File: src/rtl/mux_sel_arbiter.sv
`default_nettype none
// ============================================================================
// mux_sel_arbiter : two-source arbiter driving a 2:1 mux select, with
//                   registered selected-data output. Build option: FIXED_PRIO_EN
// Rev 1.0
// ============================================================================
module mux_sel_arbiter #(
  parameter int W        = 8,
  parameter int MAX_HOLD = 4
) (
  input  logic         clk,
  input  logic         rst_n,
  input  logic         req_a,
  input  logic         req_b,
  input  logic [W-1:0] dat_a,
  input  logic [W-1:0] dat_b,
  output logic         sel,
  output logic         gnt_a,
  output logic         gnt_b,
  output logic         out_valid,
  output logic [W-1:0] out_data
);

  typedef enum logic [1:0] {
    ST_IDLE  = 2'd0,
    ST_GNT_A = 2'd1,
    ST_GNT_B = 2'd2
  } state_e;

  state_e         state_q, state_d;
  logic           sel_q, gnt_a_q, gnt_b_q, out_valid_q;
  logic [W-1:0]   out_data_q;
  logic           w_xfer;

`ifndef FIXED_PRIO_EN
  localparam int            HW       = $clog2(MAX_HOLD + 1);
  localparam logic [HW-1:0] HOLD_LIM = HW'(MAX_HOLD - 1);

  logic [HW-1:0]  hold_cnt_q, hold_cnt_d;
  logic           last_sel_q;
`endif

  assign w_xfer = (gnt_a_q & req_a) | (gnt_b_q & req_b);

  always_comb begin
    state_d = state_q;
    case (state_q)
`ifdef FIXED_PRIO_EN
      ST_IDLE: begin
        if (req_a)      state_d = ST_GNT_A;
        else if (req_b) state_d = ST_GNT_B;
      end
      ST_GNT_A: begin
        if (!req_a) state_d = req_b ? ST_GNT_B : ST_IDLE;
      end
      ST_GNT_B: begin
        if (req_a)       state_d = ST_GNT_A;
        else if (!req_b) state_d = ST_IDLE;
      end
`else
      ST_IDLE: begin
        if (req_a && req_b) state_d = last_sel_q ? ST_GNT_A : ST_GNT_B;
        else if (req_a)     state_d = ST_GNT_A;
        else if (req_b)     state_d = ST_GNT_B;
      end
      ST_GNT_A: begin
        if (!req_a)                               state_d = req_b ? ST_GNT_B : ST_IDLE;
        else if (req_b && hold_cnt_q == HOLD_LIM) state_d = ST_GNT_B;
      end
      ST_GNT_B: begin
        if (!req_b)                               state_d = req_a ? ST_GNT_A : ST_IDLE;
        else if (req_a && hold_cnt_q == HOLD_LIM) state_d = ST_GNT_A;
      end
`endif
      default: state_d = ST_IDLE;
    endcase
  end

`ifndef FIXED_PRIO_EN
  // Counter saturates so a lone requester can hold forever yet yields at once
  // when the other side shows up late.
  always_comb begin
    hold_cnt_d = hold_cnt_q;
    if (state_d != state_q)
      hold_cnt_d = '0;
    else if (state_q != ST_IDLE && hold_cnt_q != HOLD_LIM)
      hold_cnt_d = hold_cnt_q + HW'(1);
  end
`endif

  always_ff @(posedge clk) begin
    if (!rst_n) begin
      state_q     <= ST_IDLE;
      sel_q       <= 1'b0;
      gnt_a_q     <= 1'b0;
      gnt_b_q     <= 1'b0;
      out_valid_q <= 1'b0;
      out_data_q  <= '0;
`ifndef FIXED_PRIO_EN
      hold_cnt_q  <= '0;
      last_sel_q  <= 1'b1;
`endif
    end else begin
      state_q     <= state_d;
      gnt_a_q     <= (state_d == ST_GNT_A);
      gnt_b_q     <= (state_d == ST_GNT_B);
      out_valid_q <= w_xfer;
      if (w_xfer)
        out_data_q <= sel_q ? dat_b : dat_a;
      if (state_d == ST_GNT_A)
        sel_q <= 1'b0;
      else if (state_d == ST_GNT_B)
        sel_q <= 1'b1;
`ifndef FIXED_PRIO_EN
      hold_cnt_q <= hold_cnt_d;
      if (state_d != state_q && state_d == ST_GNT_A)
        last_sel_q <= 1'b0;
      else if (state_d != state_q && state_d == ST_GNT_B)
        last_sel_q <= 1'b1;
`endif
    end
  end

  assign sel       = sel_q;
  assign gnt_a     = gnt_a_q;
  assign gnt_b     = gnt_b_q;
  assign out_valid = out_valid_q;
  assign out_data  = out_data_q;

endmodule
`default_nettype wire

File: config.mk
export PLATFORM = sky130hd
export DESIGN_NAME = mux_sel_arbiter
export DESIGN_NICKNAME = d
export VERILOG_FILES = /design/src/rtl/mux_sel_arbiter.sv
export SDC_FILE = /design/constraint.sdc
export NUM_CORES = 1
export LEC_CHECK = 0
export CAP_MARGIN = 20
export CORE_UTILIZATION = 44
export DETAILED_ROUTE_END_ITERATION = 8
export GPL_TIMING_DRIVEN = 0
export PLACE_DENSITY = 0.87
export RECOVER_POWER = 100
export SYNTH_ARGS = -nofsm -noshare
export SYNTH_HDL_FRONTEND = slang
export SYNTH_SLANG_ARGS = --single-unit
File: constraint.sdc
create_clock -name clk -period 1.8 [get_ports clk]
set_input_delay 0.45 -clock clk [delete_from_list [all_inputs] [get_ports clk]]
set_output_delay 0.45 -clock clk [all_outputs]
set_load 0.005 [all_outputs]
==> Word-level counts from Yosys, hierarchy flattened <==
Cells that the tools add are included.
{ "word_totals": {"register_bits": 18, "input_bits": 20, "output_inout_bits": 12, "word_cells": 45} }
{ "classes": {"addsub": 1, "eq_ne": 7, "n_mux": 14, "bitwise_logic": 4, "reduce_logical": 11} }
{ "op_table": {"columns": ["cell", "n"], "rows": [
  ["$mux 2", 9],
  ["$mux 8", 1],
  ["$logic_and 1x1->1", 6],
  ["$pmux 2 s3", 1],
  ["$eq 2x1->1 const B", 2],
  ["$eq 2x2->1 const B", 2],
  ["$reduce_bool 2->1", 2],
  ["$reduce_or 2->1", 2],
  ["$add 3x1->3 const B", 1],
  ["$eq 3x2->1 const B", 1],
  ["$mux 1", 3],
  ["$ne 3x2->1 const B", 1],
  ["$and 1x1->1", 2],
  ["$logic_not 2->1", 1],
  ["$ne 2x2->1", 1],
  ["$not 1->1", 1],
  ["$or 1x1->1", 1]
]} }

==> Logic depth before layout (Yosys ltp) <==
Gate-level depths: netlist of run 1.
{ "logic_depth": {"depth_word": 9, "depth_mapped": 6, "mapped_depth_nobuf": 6} }

==> Worst setup path before layout of run 1 <==
Ideal clock, no wire load.
{ "synth_path": {"kind": "flip-flop to flip-flop", "from": "register hold_cnt_q[0]", "to": "register sel_q, in the netlist sel", "setup_ns": 0.116, "arrival_time_ns": 1.447, "required_ns": 1.684, "setup_slack_ns": 0.237, "stages_incl_launch_ff": 7, "n_path_buf": 0, "synth_period_minus_slack_ns": 1.563, "path_cell_list": "dfxtp_1 -> ha_1 -> ha_1 -> mux2_4 -> o21ai_2 -> a21oi_1 -> o211a_1"} }
{ "synth_via": {"elab_chain_cells": 7, "word_cells_on_any_way": 11, "classes_between": "eq/ne: 3; mux: 5; reduce/logical: 3"} }
{ "synth_rtl": {"columns": ["element", "line", "rtl"], "rows": [
  ["start, declared", "39", "logic [HW-1:0] hold_cnt_q, hold_cnt_d;"],
  ["start signal, assigned", "115", "hold_cnt_q <= hold_cnt_d;"],
  ["$eq 3x2->1 (*)", "68, 72", null],
  ["$logic_and 1x1->1 (on tied branches)", "72, 68", null],
  ["$mux 2 (on tied branches)", "72, 68", null],
  ["$mux 2 (on tied branches)", "71, 67", null],
  ["$pmux 2 s3 (*)", "47", "case (state_q)"],
  ["$eq 2x1->1", "110", "if (state_d == ST_GNT_A)"],
  ["$reduce_or 2->1 (no source line)", null, null],
  ["end signal, assigned", "94", "sel_q <= 1'b0;"],
  ["end signal, assigned", "111", "sel_q <= 1'b0;"],
  ["end signal, assigned", "113", "sel_q <= 1'b1;"],
  ["end, declared", "31", "logic sel_q, gnt_a_q, gnt_b_q, out_valid_q;"]
]} }
Every way passes the cells marked *; elsewhere a longest branch is shown, timed or not.
A chain may end at the register's enable or synchronous reset.

==> Worst setup path after layout of run 1 <==
{ "layout_path": {"from": "register out_data_q[6], in the netlist out_data[6]", "to": "output port out_data[6]"} }
{ "layout_rtl": {"columns": ["element", "line", "rtl"], "rows": [
  ["start, declared", "32", "logic [W-1:0] out_data_q;"],
  ["start signal, assigned", "109", "out_data_q <= sel_q ? dat_b : dat_a;"],
  ["end, declared", "21", "output logic [W-1:0] out_data"]
]} }
No word-level cell between the ends.

==> results of run 1 <==
[stage by stage]
stage | cells | cell area [µm²]
finish | 155 | 1290
floorplan | 95 | 930
detailed placement | 152 | 1260
global placement | 152 | 1260
CTS | 155 | 1290
global route | 155 | 1290
[registers in the layout, summed over array words and instances, names as in the netlist]
name,flops
out_valid,1
gnt_a,1
gnt_b,1
state_q,2
sel,1
hold_cnt_q,3
last_sel_q,1
out_data,8
[timing repair]
action	in CTS	in global routing
resized for setup	0	3
endpoints found under the hold margin	0	0
endpoints found under the setup margin	0	1
hold buffers	0	0
[worst min path at each step]
| stage | to | depth (start not counted) | from |
|---|---|---|---|
| floorplan | hold_cnt_q[1]$_SDFFE_PP0P_ | 2 | hold_cnt_q[1]$_SDFFE_PP0P_ |
| global placement | hold_cnt_q[1]$_SDFFE_PP0P_ | 2 | hold_cnt_q[1]$_SDFFE_PP0P_ |
| detailed placement | out_data[7]$_SDFFE_PN0P_ | 1 | out_data[7]$_SDFFE_PN0P_ |
| CTS | gnt_b$_SDFF_PN0_ | 3 | req_b |
| global route | gnt_b$_SDFF_PN0_ | 3 | req_b |
| finish | gnt_b$_SDFF_PN0_ | 3 | req_b |
[layout make-up]
| class | count | area (µm²) |
|---|---|---|
| inverters | 4 | 15.0 |
| multi-input cells | 65 | 499 |
| clock buffers | 3 | 22.5 |
| flip-flops and latches | 18 | 360 |
| repair buffers | 30 | 300 |
| plain buffers | 8 | 63.8 |
| well taps | 27 | 33.8 |
| fillers | 152 | 687 |
[per-layer routing]
metal	track usage, %	vias to the layer above	routed length [µm]
met4	5.56	0	27
li1	-	408	-
met1	22.4	388	835
met5	0	-	0
met2	32.2	28	1080
met3	2.64	2	64
[Yosys cell counts (2+ instances only)]
library cell | n | area, µm²
dfxtp_1 | 18 | 360
nand2_1 | 11 | 41.3
mux2i_1 | 10 | 100
o211a_1 | 9 | 90.1
a21oi_1 | 7 | 35.0
nor2_1 | 5 | 18.8
inv_1 | 4 | 15.0
nor3_1 | 3 | 15.0
buf_6 | 2 | 22.5
clkbuf_8 | 2 | 27.5
ha_1 | 2 | 25.0
nand3b_1 | 2 | 15.0
nand4b_1 | 2 | 17.5
o2111a_1 | 2 | 22.5
o21ai_0 | 2 | 10.0
[power by group]
part	leakage (nW)	switching [mW]	internal (mW)	total [mW]
sequential	0.148	0.0131	0.425	0.438
combinational	0.444	0.0876	0.119	0.206
clock	0.0138	0.114	0.0776	0.192
[kinds of logic after synthesis]
group	after synthesis
fa+ha+maj	2
simple gates	26
buf+inv	12
flops	18
xor+xnor	2
mux	11
compound gates	24
==> metrics, run 1 <==
full die area 2300 µm²; grt total ovfl 0; Post-Place Worst Slack 0.0357 ns; CP Launch Point out_data[6]$_SDFFE_PN0P_; critical path depth 1; Worst R2R Start hold_cnt_q[0]$_SDFFE_PP0P_; final hold viol count 0; # setup viols final 0; WP data required 1.35 ns; Synth Instances 95; adder-cell share of the synthesized area 2.69%; critical path cell sequence dlygate4sd3_1; H-tree Lvls 1; Post-synth EDFFs 0; Max-slew headroom 70.9%; Core Rows 16; GPL Wtd Cong 0.773; Post-route DRC 0; initial antenna violation count 0; Hold Slack 0.458 ns; number of global-route vias before repair 710; fraction of layout cells with a size suffix above 1 11.7%; Slew Limit Fails 0; kind of critical path register to primary output; setup TNS 0 ns; area grow syn2layout 39.3%; worst setup margin 0.116 ns; TritonCTS Buffers 3; DRT antenna net count 0; Die X 48.0 µm; Root Driver clkbuf_4; total power 0.837 mW; xor/xnor share of the synthesized area 1.88%; chip height 48.0 µm; input/output buffers 30; drt initial violations 25; number of primary I/O pins 32; CP bufs+invs 1; # nets final 152; clock slew at reported path FFs 0.09 ns; Fmax 594 MHz; Post-Syn Area 930 µm²; synth unique cells 29; synthesized area per cell 9.79 µm²; GRT Util Overall 18.1%; top_reg_cell synth dfxtp_1; Reg2Reg Setup Slack 0.15 ns; first-pass GRT wire length 2940 µm; Simple-Gate Fraction of Synth Area 13.5%; Clock Sinks 18; Mapped Nets 117; register area share after synthesis 38.8%; Seq cells post-synth 18; clk_skew 0.000742 ns; Leakage 0.606 nW; Critical Path End out_data[6]; post-synthesis compound-gate area fraction 21.5%; kind of end point of the critical path primary output; maximum capacitance violations 0; starting density of the core 46.9%; diode count 0; CP peak stage delay 0.60 ns; Via Count 826; Slew @ Worst Pin 0.436 ns; fin crit period 1.68 ns; commonest non-fill, non-tap cells in the layout 18 x dfxtp_1, 18 x clkdlybuf4s50_1, 12 x dlygate4sd3_1; PD cells 646 nW/µm²; post-synthesis mux area share 12.4%; Post-CTS Setup Repair Bufs 0; RR Endpoint sel$_SDFFE_PP0P_; Setup crit start kind register; post-layout util 65.3%; R2R depth 6; core area 1980 µm²; min-delay worst type input pin to register; Slowest-stage cell, CP dlygate4sd3_1; status finished clean; WL/cell 12.9 µm; critical path peak fanout 2; Detailed Route WL 2010 µm; period utilization 93.6%; largest net degree at the start of global routing 11; maximum VDD drop 0.354 mV; Post-synth ARST share 0%; clock latency at the later pin of the worst-skew pair 0.28 ns; RSZ-0062 raised after global routing no; Max Buffers Root-to-Sink 2; Largest delay share family, worst path buffers and inverters; DR vias/cell 5.33; largest family of logic cells by synthesized area compound AO/OA/AOI/OAI gates; Ys Warns 0; HPWL Detailed 1550 µm; Arr. time, crit path 1.23 ns; CTS tree done; Initial DRT Pass Iterations 4
Note: power is estimated with default switching activity, not from simulation.
==> run 2: changes to the inputs <==
--- a/config.mk
+++ b/config.mk
@@ -6,6 +6,7 @@
 export NUM_CORES = 1
 export LEC_CHECK = 0
 export CAP_MARGIN = 20
+export CORE_MARGIN = 2
 export CORE_UTILIZATION = 44
 export DETAILED_ROUTE_END_ITERATION = 8
 export GPL_TIMING_DRIVEN = 0
==> metrics, run 2 (synthesis results as in run 1) <==
max FFs per register 8 (unchanged); clk_skew 0.00438 ns (was 0.000742 ns); Post-route DRC 0 (unchanged); WL/cell 12.7 µm (was 12.9 µm); Hold Slack 0.426 ns (was 0.458 ns); post-layout util 64.5% (was 65.3%); fin crit period 1.69 ns (was 1.68 ns); chip height 50.0 µm (was 48.0 µm); grt total ovfl 0 (unchanged); maximum VDD drop 0.527 mV (was 0.354 mV); CP peak stage delay 0.59 ns (was 0.60 ns); period utilization 93.8% (was 93.6%); kind of end point of the critical path primary output (unchanged); filler cell count 161 (was 152); fraction of layout cells with a size suffix above 1 10.9% (was 11.7%); critical path cell sequence dlygate4sd3_1 (unchanged); Arr. time, crit path 1.24 ns (was 1.23 ns); Die X 50.0 µm (was 48.0 µm); final hold viol count 0 (unchanged); Max Buffers Root-to-Sink 2 (unchanged); RSZ-0062 raised after global routing no (unchanged); largest net degree at the start of global routing 11 (unchanged); GPL Wtd Cong 0.804 (was 0.773); H-tree Lvls 1 (unchanged); Clock Sinks 18 (unchanged); CP bufs+invs 1 (unchanged); core area 1980 µm² (unchanged); initial antenna violation count 0 (unchanged); Slew @ Worst Pin 0.492 ns (was 0.436 ns); area of the multi-input gates 484 µm² (was 499 µm²); number of global-route vias before repair 788 (was 710); maximum capacitance violations 0 (unchanged); Post-CTS Setup Repair Bufs 0 (unchanged); # setup viols final 0 (unchanged); Max-slew headroom 66.9% (was 70.9%); HPWL Detailed 1550 µm (about the same); clock slew at reported path FFs 0.10 ns (was 0.09 ns); Slew Limit Fails 0 (unchanged); setup TNS 0 ns (unchanged); Largest delay share family, worst path buffers and inverters (unchanged); full die area 2500 µm² (was 2300 µm²); status finished clean (unchanged); GRT Util Overall 17.6% (was 18.1%); DR vias/cell 5.23 (was 5.33); Reg2Reg Setup Slack 0.14 ns (was 0.15 ns); critical path peak fanout 2 (unchanged); diode count 0 (unchanged); starting density of the core 46.9% (unchanged); commonest non-fill, non-tap cells in the layout 18 x dfxtp_1, 18 x clkdlybuf4s50_1, 12 x dlygate4sd3_1 (unchanged); input/output buffers 30 (unchanged); Detailed Route WL 1980 µm (was 2010 µm); Initial DRT Pass Iterations 4 (unchanged); Core Rows 16 (unchanged); PD cells 659 nW/µm² (was 646 nW/µm²); # nets final 152 (unchanged); WP data required 1.35 ns (about the same); kind of critical path register to primary output (unchanged); TritonCTS Buffers 3 (unchanged); drt initial violations 23 (was 25); Finished Cell Area 1280 µm² (was 1290 µm²); area grow syn2layout 37.4% (was 39.3%); clock latency at the later pin of the worst-skew pair 0.29 ns (was 0.28 ns); Fmax 592 MHz (was 594 MHz); Placement Cell Area 1260 µm² (unchanged); DRT antenna net count 0 (unchanged); Setup crit start kind register (unchanged); min-delay worst type input pin to register (unchanged); Post-CTS Hold Buffers 0 (unchanged); Leakage 0.605 nW (was 0.606 nW); Seq. cell area 360 µm² (unchanged); CTS tree done (unchanged); Slowest-stage cell, CP dlygate4sd3_1 (unchanged); first-pass GRT wire length 3350 µm (was 2940 µm); Via Count 811 (was 826); number of primary I/O pins 32 (unchanged); Root Driver clkbuf_4 (unchanged)
==> run 2: worst paths after layout <==
| path | from | to | cells past startpoint |
|---|---|---|---|
| max | out_data[5]$_SDFFE_PN0P_ | out_data[5] | 1 |
| min | req_b | state_q[1]$_SDFF_PN0_ | 3 |
| max reg2reg | hold_cnt_q[0]$_SDFFE_PP0P_ | sel$_SDFFE_PP0P_ | 6 |
| min reg2reg | out_data[7]$_SDFFE_PN0P_ | out_data[7]$_SDFFE_PN0P_ | 1 |
==> run 2: what timing repair did <==
action                     in CTS  in global routing
hold endpoints to repair        0                  0
resized for setup               0                  2
setup endpoints to repair       0                  1
==> run 2: area by class of cell <==
| class | instances | share of cell area [%] |
|---|---|---|
| multi-input combinational | 65 | 37.9 |
| sequential | 18 | 28.2 |
| timing repair buffer | 30 | 23.5 |
| buffer | 8 | 4.80 |
| tap | 27 | 2.64 |
| clock buffer | 3 | 1.76 |
| inverter | 4 | 1.18 |
==> run 2: power by group <==
group / internal (mW) / switching [mW]
combinational: 0.117 / 0.0850
sequential: 0.425 / 0.0132
clock: 0.0778 / 0.124
total: 0.620 / 0.222
==> run 2: per-layer routing <==
| metal | share of wire, % | vias to the layer above | GRT usage (%) |
|---|---|---|---|
| li1 | - | 408 | - |
| met5 | 0 | - | 0 |
| met2 | 53 | 14 | 31.6 |
| met4 | 1.7 | 0 | 9.72 |
| met1 | 42 | 385 | 20.5 |
| met3 | 2.6 | 4 | 1.21 |
==> run 2: metrics by stage <==
stage | power [mW] | std cells | setup WS (ns)
6_report | 0.842 | 155 | 0.111
3_3_place_gp | 0.654 | 152 | 0.0736
3_5_place_dp | 0.661 | 152 | 0.0131
2_1_floorplan | 0.561 | 95 | 0.237
4_1_cts | 0.854 | 155 | 0.0456
5_1_grt | 0.884 | 155 | 0.0486
